## src/rtl/uart_tx_arbiter.sv

```systemverilog
// Round-robin arbiter sharing one 8N1 UART transmitter between N_REQ byte producers.
// Optional watchdog on a stuck frame is enabled by defining UART_ARB_TIMEOUT_EN.
module uart_tx_arbiter #(
    parameter  int N_REQ       = 4,
    parameter  int TIMEOUT_CYC = 200000,
    localparam int GID_W       = $clog2(N_REQ)
) (
    input  logic                 clk,
    input  logic                 areset_n,
    input  logic                 srst,
    input  logic [N_REQ-1:0]     req_valid,
    input  logic [8*N_REQ-1:0]   req_data,
    output logic [N_REQ-1:0]     req_ready,
    output logic [7:0]           tx_data,
    output logic                 tx_en,
    input  logic                 tx_busy,
    input  logic                 tx_done,
    output logic [GID_W-1:0]     grant_id,
    output logic                 active,
    output logic [15:0]          sent_cnt,
    output logic                 timeout_err
);

    localparam int SUM_W = GID_W + 1;

    typedef enum logic {
        ST_IDLE = 1'b0,
        ST_WAIT = 1'b1
    } state_t;

    if (N_REQ < 2 || N_REQ > 8 || TIMEOUT_CYC < 2) begin : g_bad_param
        $error("uart_tx_arbiter: illegal N_REQ or TIMEOUT_CYC");
    end

    state_t             state_q,     state_d;
    logic [GID_W-1:0]   rr_ptr_q,    rr_ptr_d;
    logic [7:0]         tx_data_q,   tx_data_d;
    logic               tx_en_q,     tx_en_d;
    logic [N_REQ-1:0]   req_ready_q, req_ready_d;
    logic [GID_W-1:0]   grant_id_q,  grant_id_d;
    logic               active_q,    active_d;
    logic [15:0]        sent_cnt_q,  sent_cnt_d;

    logic               grant_vld_s;
    logic [GID_W-1:0]   grant_idx_s;
    logic [GID_W-1:0]   grant_nxt_s;
    logic               wd_expired_s;

`ifdef UART_ARB_TIMEOUT_EN
    localparam int            WD_W    = $clog2(TIMEOUT_CYC);
    localparam logic [WD_W-1:0] WD_LAST = WD_W'(TIMEOUT_CYC - 1);

    logic [WD_W-1:0]    wd_cnt_q,      wd_cnt_d;
    logic               timeout_err_q, timeout_err_d;

    // Watchdog: restarts on every grant, counts WAIT cycles, latches a sticky error on expiry.
    always_comb begin
        wd_cnt_d      = wd_cnt_q;
        timeout_err_d = timeout_err_q;
        wd_expired_s  = 1'b0;
        if (state_q == ST_IDLE) begin
            wd_cnt_d = '0;
        end else if (tx_done) begin
            wd_cnt_d = '0;
        end else if (wd_cnt_q == WD_LAST) begin
            wd_expired_s  = 1'b1;
            timeout_err_d = 1'b1;
            wd_cnt_d      = '0;
        end else begin
            wd_cnt_d = wd_cnt_q + {{(WD_W-1){1'b0}}, 1'b1};
        end
    end

    // Watchdog registers.
    always_ff @(posedge clk or negedge areset_n) begin
        if (!areset_n) begin
            wd_cnt_q      <= '0;
            timeout_err_q <= 1'b0;
        end else if (srst) begin
            wd_cnt_q      <= '0;
            timeout_err_q <= 1'b0;
        end else begin
            wd_cnt_q      <= wd_cnt_d;
            timeout_err_q <= timeout_err_d;
        end
    end

    assign timeout_err = timeout_err_q;
`else
    assign wd_expired_s = 1'b0;
    assign timeout_err  = 1'b0;
`endif

    // Round-robin search: first valid requester at or above rr_ptr, wrapping to 0.
    always_comb begin
        logic [SUM_W-1:0] idx;
        grant_vld_s = 1'b0;
        grant_idx_s = '0;
        idx         = '0;
        for (int i = 0; i < N_REQ; i++) begin
            idx = {1'b0, rr_ptr_q} + SUM_W'(i);
            if (idx >= SUM_W'(N_REQ)) begin
                idx = idx - SUM_W'(N_REQ);
            end else begin
                idx = idx;
            end
            if (!grant_vld_s && req_valid[idx[GID_W-1:0]]) begin
                grant_vld_s = 1'b1;
                grant_idx_s = idx[GID_W-1:0];
            end else begin
                grant_vld_s = grant_vld_s;
            end
        end
        if (grant_idx_s == GID_W'(N_REQ - 1)) begin
            grant_nxt_s = '0;
        end else begin
            grant_nxt_s = grant_idx_s + {{(GID_W-1){1'b0}}, 1'b1};
        end
    end

    // Next-state and output logic; tx_en / req_ready default low so they pulse for one cycle.
    always_comb begin
        state_d     = state_q;
        rr_ptr_d    = rr_ptr_q;
        tx_data_d   = tx_data_q;
        tx_en_d     = 1'b0;
        req_ready_d = '0;
        grant_id_d  = grant_id_q;
        active_d    = active_q;
        sent_cnt_d  = sent_cnt_q;
        case (state_q)
            ST_IDLE: begin
                if (grant_vld_s && !tx_busy) begin
                    tx_data_d   = req_data[{grant_idx_s, 3'b000} +: 8];
                    grant_id_d  = grant_idx_s;
                    req_ready_d = {{(N_REQ-1){1'b0}}, 1'b1} << grant_idx_s;
                    tx_en_d     = 1'b1;
                    active_d    = 1'b1;
                    rr_ptr_d    = grant_nxt_s;
                    state_d     = ST_WAIT;
                end else begin
                    state_d = ST_IDLE;
                end
            end
            ST_WAIT: begin
                if (tx_done) begin
                    state_d    = ST_IDLE;
                    active_d   = 1'b0;
                    sent_cnt_d = sent_cnt_q + 16'd1;
                end else if (wd_expired_s) begin
                    state_d  = ST_IDLE;
                    active_d = 1'b0;
                end else begin
                    state_d = ST_WAIT;
                end
            end
            default: begin
                state_d  = ST_IDLE;
                active_d = 1'b0;
            end
        endcase
    end

    // Main state and output registers.
    always_ff @(posedge clk or negedge areset_n) begin
        if (!areset_n) begin
            state_q     <= ST_IDLE;
            rr_ptr_q    <= '0;
            tx_data_q   <= 8'h00;
            tx_en_q     <= 1'b0;
            req_ready_q <= '0;
            grant_id_q  <= '0;
            active_q    <= 1'b0;
            sent_cnt_q  <= 16'd0;
        end else if (srst) begin
            state_q     <= ST_IDLE;
            rr_ptr_q    <= '0;
            tx_data_q   <= 8'h00;
            tx_en_q     <= 1'b0;
            req_ready_q <= '0;
            grant_id_q  <= '0;
            active_q    <= 1'b0;
            sent_cnt_q  <= 16'd0;
        end else begin
            state_q     <= state_d;
            rr_ptr_q    <= rr_ptr_d;
            tx_data_q   <= tx_data_d;
            tx_en_q     <= tx_en_d;
            req_ready_q <= req_ready_d;
            grant_id_q  <= grant_id_d;
            active_q    <= active_d;
            sent_cnt_q  <= sent_cnt_d;
        end
    end

    assign tx_data   = tx_data_q;
    assign tx_en     = tx_en_q;
    assign req_ready = req_ready_q;
    assign grant_id  = grant_id_q;
    assign active    = active_q;
    assign sent_cnt  = sent_cnt_q;

endmodule
```

## config.mk

```make
export PLATFORM = sky130hd
export DESIGN_NAME = uart_tx_arbiter
export DESIGN_NICKNAME = d
export VERILOG_FILES = /design/src/rtl/uart_tx_arbiter.sv
export SDC_FILE = /design/constraint.sdc
export NUM_CORES = 1
export LEC_CHECK = 0
export BUFFER_PORTS_ARGS = -buffer_cell sky130_fd_sc_hd__buf_2
export CAP_MARGIN = 10
export CELL_PAD_IN_SITES_DETAIL_PLACEMENT = 0
export CELL_PAD_IN_SITES_GLOBAL_PLACEMENT = 2
export CORE_ASPECT_RATIO = 1.1
export CORE_MARGIN = 2
export CORE_UTILIZATION = 28
export CTS_CLUSTER_SIZE = 10
export DETAILED_ROUTE_END_ITERATION = 8
export PLACE_DENSITY = 0.83
export SKIP_LAST_GASP = 1
export SYNTH_ARGS = -nofsm -noshare
export SYNTH_HDL_FRONTEND = slang
export SYNTH_SLANG_ARGS = --single-unit
```

## constraint.sdc

```tcl
create_clock -name clk -period 2.5 [get_ports clk]
set_input_delay 0.5 -clock clk [delete_from_list [all_inputs] [get_ports clk]]
set_output_delay 0.5 -clock clk [all_outputs]
set_load 0.01 [all_outputs]
```

Word-level counts from Yosys, hierarchy flattened
Index checks and enable logic that the tools add are counted.
{ "word_totals": {"reg_bits": 35, "input_bits": 41, "output_inout_bits": 33, "word_cells": 92} }
{ "op_classes": {"addsub": 9, "n_lt_le_gt_ge": 8, "eq_ne": 4, "n_shift": 2, "muxes": 46, "bitwise": 1, "reduce_logical": 14} }
{ "op_table": {"columns": ["cell", "n"], "rows": [
  ["16-bit 2-to-1 mux", 3],
  ["32-bit by 6-bit variable part select with 8-bit output", 1],
  ["2-bit 2-to-1 mux", 15],
  ["8-bit 2-to-1 mux", 3],
  ["16-bit by 1-bit adder with 16-bit output, second input constant", 1],
  ["1-bit 2-to-1 mux", 16],
  ["2-bit by 3-bit < comparator with 1-bit output, second input constant", 4],
  ["4-bit 2-to-1 mux", 3],
  ["3-bit greater-or-equal comparator, second input constant", 3],
  ["1-bit binary-select mux with 2-bit select", 4],
  ["2-bit by 1-bit subtractor with 2-bit output, second input constant", 4],
  ["2-bit by 2-bit adder with 3-bit output, second input constant", 2],
  ["3-bit inequality test, second input constant", 2],
  ["2-bit AND reduction", 3],
  ["2-bit nonzero test", 3],
  ["1-bit logical AND", 4],
  ["1-bit logical NOT", 4],
  ["1-bit case mux with 2 select lines", 2],
  ["1-bit by 2-bit << shifter with 4-bit output, first input constant", 1],
  ["2-bit by 1-bit adder with 3-bit output, second input constant", 1],
  ["2-bit by 3-bit greater-or-equal comparator with 1-bit output, second input constant", 1],
  ["2-bit by 1-bit adder with 2-bit output, second input constant", 1],
  ["2-bit == test, second input constant", 1],
  ["2-bit inequality test, second input constant", 1],
  ["1-bit inverter", 1]
]} }

Depth between registers and ports, before layout
{ "depth": {"ltp_word": 19, "ltp_mapped": 7, "ltp_nobuf": 6} }

Worst setup path before layout
No wires, ideal clock.
{ "synth_timing": {"path_kind": "input to register", "startpoint": "input req_valid[0]", "endpoint": "register rr_ptr_q[1]", "setup_ns": 0.094, "arrival_time_ns": 2.016, "t_required_ns": 2.406, "setup_slack_ns": 0.390, "path_stages": 7, "n_path_buf": 2, "cell_sequence": "and2b_1 -> or4_4 -> buf_6 -> and2_4 -> buf_2 -> ha_1 -> a211oi_1"} }
{ "synth_between": {"elab_chain_cells": 17, "elab_cells_between_ends": 31, "classes_between": "1 x add/sub; 1 x eq/ne; 20 x mux; 9 x reduce/logical"} }
{ "synth_lines": {"columns": ["element", "line_no", "rtl"], "rows": [
  ["start: declaration", "11", "input logic [N_REQ-1:0] req_valid,"],
  ["1-bit binary-select mux with 2-bit select", "107", "if (!grant_vld_s && req_valid[idx[GID_W-1:0]]) begin"],
  ["1-bit 2-to-1 mux (not written as such)", "107", null],
  ["1-bit 2-to-1 mux", "107", null],
  ["1-bit logical NOT", "107", null],
  ["1-bit logical AND", "107", null],
  ["1-bit 2-to-1 mux", "107", null],
  ["1-bit logical NOT", "107", null],
  ["1-bit logical AND", "107", null],
  ["1-bit 2-to-1 mux", "107", null],
  ["1-bit logical NOT", "107", null],
  ["1-bit logical AND", "107", null],
  ["2-bit 2-to-1 mux", "107", null],
  ["2-bit by 1-bit adder with 2-bit output or 2-bit == test (tied branches)", "117, 114", null],
  ["2-bit 2-to-1 mux", "114", "if (grant_idx_s == GID_W'(N_REQ - 1)) begin"],
  ["2-bit 2-to-1 mux", "133", "if (grant_vld_s && !tx_busy) begin"],
  ["2-bit 2-to-1 mux", "131", "case (state_q)"],
  ["2-bit 2-to-1 mux", "175", "end else if (srst) begin"],
  ["end signal: assignment", "186", "rr_ptr_q <= rr_ptr_d;"],
  ["end: declaration", "36", "logic [GID_W-1:0] rr_ptr_q, rr_ptr_d;"]
]} }
Several ways; a longest one is shown, not always the timed one. The select of a mux whose other input is x is not followed.
A chain may end at the register's enable or synchronous reset.

Final worst setup path
{ "layout_timing": {"startpoint": "register rr_ptr_q[0]", "endpoint": "register rr_ptr_q[1]"} }
{ "layout_between": {"elab_chain_cells": 19, "elab_cells_between_ends": 46, "classes_between": "8 x add/sub; 4 x order compare; 1 x eq/ne; 24 x mux; 9 x reduce/logical"} }
{ "layout_lines": {"columns": ["element"], "rows": [
  ["branches (longest 19 deep; another with 2-bit by 1-bit adder with 3-bit output)"]
]} }
Parallel ways; which one is timed is not known. The select of a mux whose other input is x is not followed.

==> flow_metrics.env <==
export IMPL_status="finished clean"
export IMPL_synth_compound_area_frac=0.2169
export IMPL_syn_nets=239
export IMPL_setup_viol=0
export IMPL_yosys_most_used_dff="dfrtp_1"
export IMPL_firstDrtPassIters=5
export IMPL_hold_slack_ps=301.1
export IMPL_grt_pass1_wl_um=8273
export IMPL_final_common_cell="buf_2"
export IMPL_maxCapViolations=0
export IMPL_num_antenna_cells=0
export IMPL_slew_headroom=0.4703
export IMPL_max_freq_ghz=0.4923
export IMPL_synth_simple_gate_area_share=0.2227
export IMPL_critPathKind="reg -> reg"
export IMPL_period_needed_ps=2031
export IMPL_finalMaxSlewViolations=0
export IMPL_areaGrowthSynthToFinish_pct=28.70
export IMPL_clkSlewWorstSetupHoldPaths_ps=70
export IMPL_finalHoldViolCount=0
export IMPL_grt_usage=0.1340
export IMPL_ir_worst_vdd_v=0.0002397
export IMPL_grt_max_degree=36
export IMPL_numCtsBuffers=5
export IMPL_wire_per_inst_um=13.94
export IMPL_ff2ff_setup_slack_ps=470
export IMPL_antenna_left=0
export IMPL_layout_drive_gt1_share=0.3616
export IMPL_die_y_um=91.01
export IMPL_nFillCells=676
export IMPL_startpoint_type="flop"
export IMPL_clk_latency_ps=280
export IMPL_avgSynthCellArea_um2=9.831
export IMPL_grt_pass1_vias=1701
export IMPL_tightestPinTransition_ps=794.5
export IMPL_crit_chain="and2b_1 -> or4_4 -> and2_4 -> ha_1 -> a211oi_1"
export IMPL_grt_antenna_before_repair=0
export IMPL_fin_skew_ps=11.29
export IMPL_vias=1725
export IMPL_viasPerCell=4.887
export IMPL_io_pins=74
export IMPL_nNetsFinal=313
export IMPL_synthXorXnorAreaFrac=0.05455
export IMPL_worst_hold_path_type="in -> async"
export IMPL_numClockSinks=35
export IMPL_die_w_um=83.10
export IMPL_yosysSeqAreaShare=0.4545
export IMPL_first_iter_violations=85
export IMPL_dpl_hpwl_um=3659
export IMPL_core_um2=6633
export IMPL_async_flop_share=1.000
export IMPL_syn_cell_area_um2=1927
export IMPL_final_area_um2=2480
export IMPL_io_buffers=72
export IMPL_setup_ws_ps=468.7
export IMPL_p_per_area_nw_per_um2=541.5
export IMPL_start_util=0.2905
export IMPL_synthAdderAreaFrac=0.01299
export IMPL_cp_max_fo=20
export IMPL_p_leak_nw=1.220
export IMPL_cts_root_buf="clkbuf_8"
export IMPL_post_place_ws_ps=268.2
export IMPL_synth_seq_cells=35
export IMPL_rsz0062_at_grt="false"
export IMPL_drc=0
export IMPL_tns_ps=0
export IMPL_required_ps=2690
export IMPL_place_area_um2=2376
export IMPL_synth_edff_count=0
export IMPL_synth_top_family_by_area="simple AND/OR/NAND/NOR gates"
export IMPL_wl_um=4920
export IMPL_layout_common_cells="72 x buf_2, 35 x dfrtp_1, 19 x nor2_1"
export IMPL_htreeDepth=2
export IMPL_cp_slowest_stage_delay_ps=560
export IMPL_yosysUniqueCellTypes=37
export IMPL_dieArea_um2=7562
export IMPL_cts_max_path_buffers=2
export IMPL_synth_warnings=0
export IMPL_muxShareOfSynthArea=0
export IMPL_finalCritPeriodShare=0.8125
export IMPL_cts_resized=0
export IMPL_synth_cells=196
export IMPL_post_cts_setup_buffer_count=0
export IMPL_hold_buffers=0
export IMPL_globalplace_congestion=0.7261
export IMPL_num_rows=31
export IMPL_cp_slowest_cell="or4_4"
export IMPL_final_util=0.3739
export IMPL_grt_overflow=0
export IMPL_crit_path_end_kind="flop"
export IMPL_cts_tree="built"
export IMPL_cp_arrival_ps=2220
==> stage by stage <==
step,total power [mW],cells
3_3_place_gp,0.8980,345
6_report,1.343,353
2_1_floorplan,0.7932,196
5_1_grt,1.430,353
3_5_place_dp,0.8984,345
4_1_cts,1.368,353
==> state kept, by name, summed over array words and instances (netlist names) <==
name,cells
active,1
grant_id,2
req_ready,4
rr_ptr_q,2
sent_cnt,16
state_q,1
tx_data,8
tx_en,1
==> metal layers <==
metal	global-route usage	vias to the layer above	routed length, µm
met1	0.1772	789	2365
li1	-	857	-
met5	0	-	0
met3	0.04182	2	385
met4	0.03689	0	24
met2	0.2117	77	2145
==> logic make-up (layout without fill, tap and decap cells) <==
| kind of cell | count (synthesis) | after routing |
|---|---|---|
| and+or+nand+nor | 81 | 81 |
| AOI/OAI and AO/OA | 52 | 52 |
| DFF | 35 | 35 |
| buffers and inverters | 13 | 88 |
| xor gates and xnor gates | 12 | 12 |
| adders and majority gates | 2 | 2 |
| other | 1 | 1 |
==> final cells by class <==
cell class	count	area (µm²)	area share
Tap cell	82	102.6	0.04137
Clock buffer	7	96.34	0.03885
Timing Repair Buffer	77	397.9	0.1604
Sequential cell	35	875.8	0.3532
Clock inverter	1	7.507	0.003027
Inverter	3	11.26	0.004541
Multi-Input combinational cell	148	988.4	0.3986
==> report_power, final <==
part	switching [mW]	leakage, nW	total [mW]	internal (mW)
Combinational	0.161	0.692	0.272	0.112
Clock	0.208	0.0505	0.459	0.251
Sequential	0.0196	0.478	0.612	0.593
==> critical path: cells and delay by family (launching register included) <==
family | cells | cell delay (ps)
and+or+nand+nor | 3 | 1030
DFF | 1 | 380
AOI/OAI and AO/OA | 1 | 210
adders and majority gates | 1 | 310
==> Yosys cell counts (all sizes together), types with 2 or more instances <==
cell type  number  area, µm²
dfrtp          35      875.8
nor2           20      77.58
nand2          18      67.56
a21oi          10      50.05
xor2           10      87.58
a211oi          9      67.56
a21boi          9      67.56
a221oi          8      120.1
o31ai           8      60.06
nand3           6      30.03
nor2b           6      37.54
and2b           5      37.54
buf             5      40.04
clkbuf          5      18.77
nor3            5      25.02
o21ai           4      20.02
or3             4      25.02
and2            3      21.27
and4            3      26.28
inv             3      11.26
nand4           3      18.77
a21o            2      15.01
and3            2      12.51
ha              2      25.02
nand2b          2      12.51
xnor2           2      17.52
==> worst paths after layout <==
kind | endpoint | cells after the start | start
min in group clk | grant_id[1] | 2 | srst
worst max-delay path | rr_ptr_q[1] | 5 | rr_ptr_q[0]
max in group asynchronous | req_ready[0] | 1 | areset_n
worst min-delay path | req_ready[1] | 1 | areset_n
worst max register to register | rr_ptr_q[1] | 5 | rr_ptr_q[0]
worst min register to register | tx_data[6] | 2 | tx_data[6]
No activity file was read; power rests on OpenSTA's default activity.
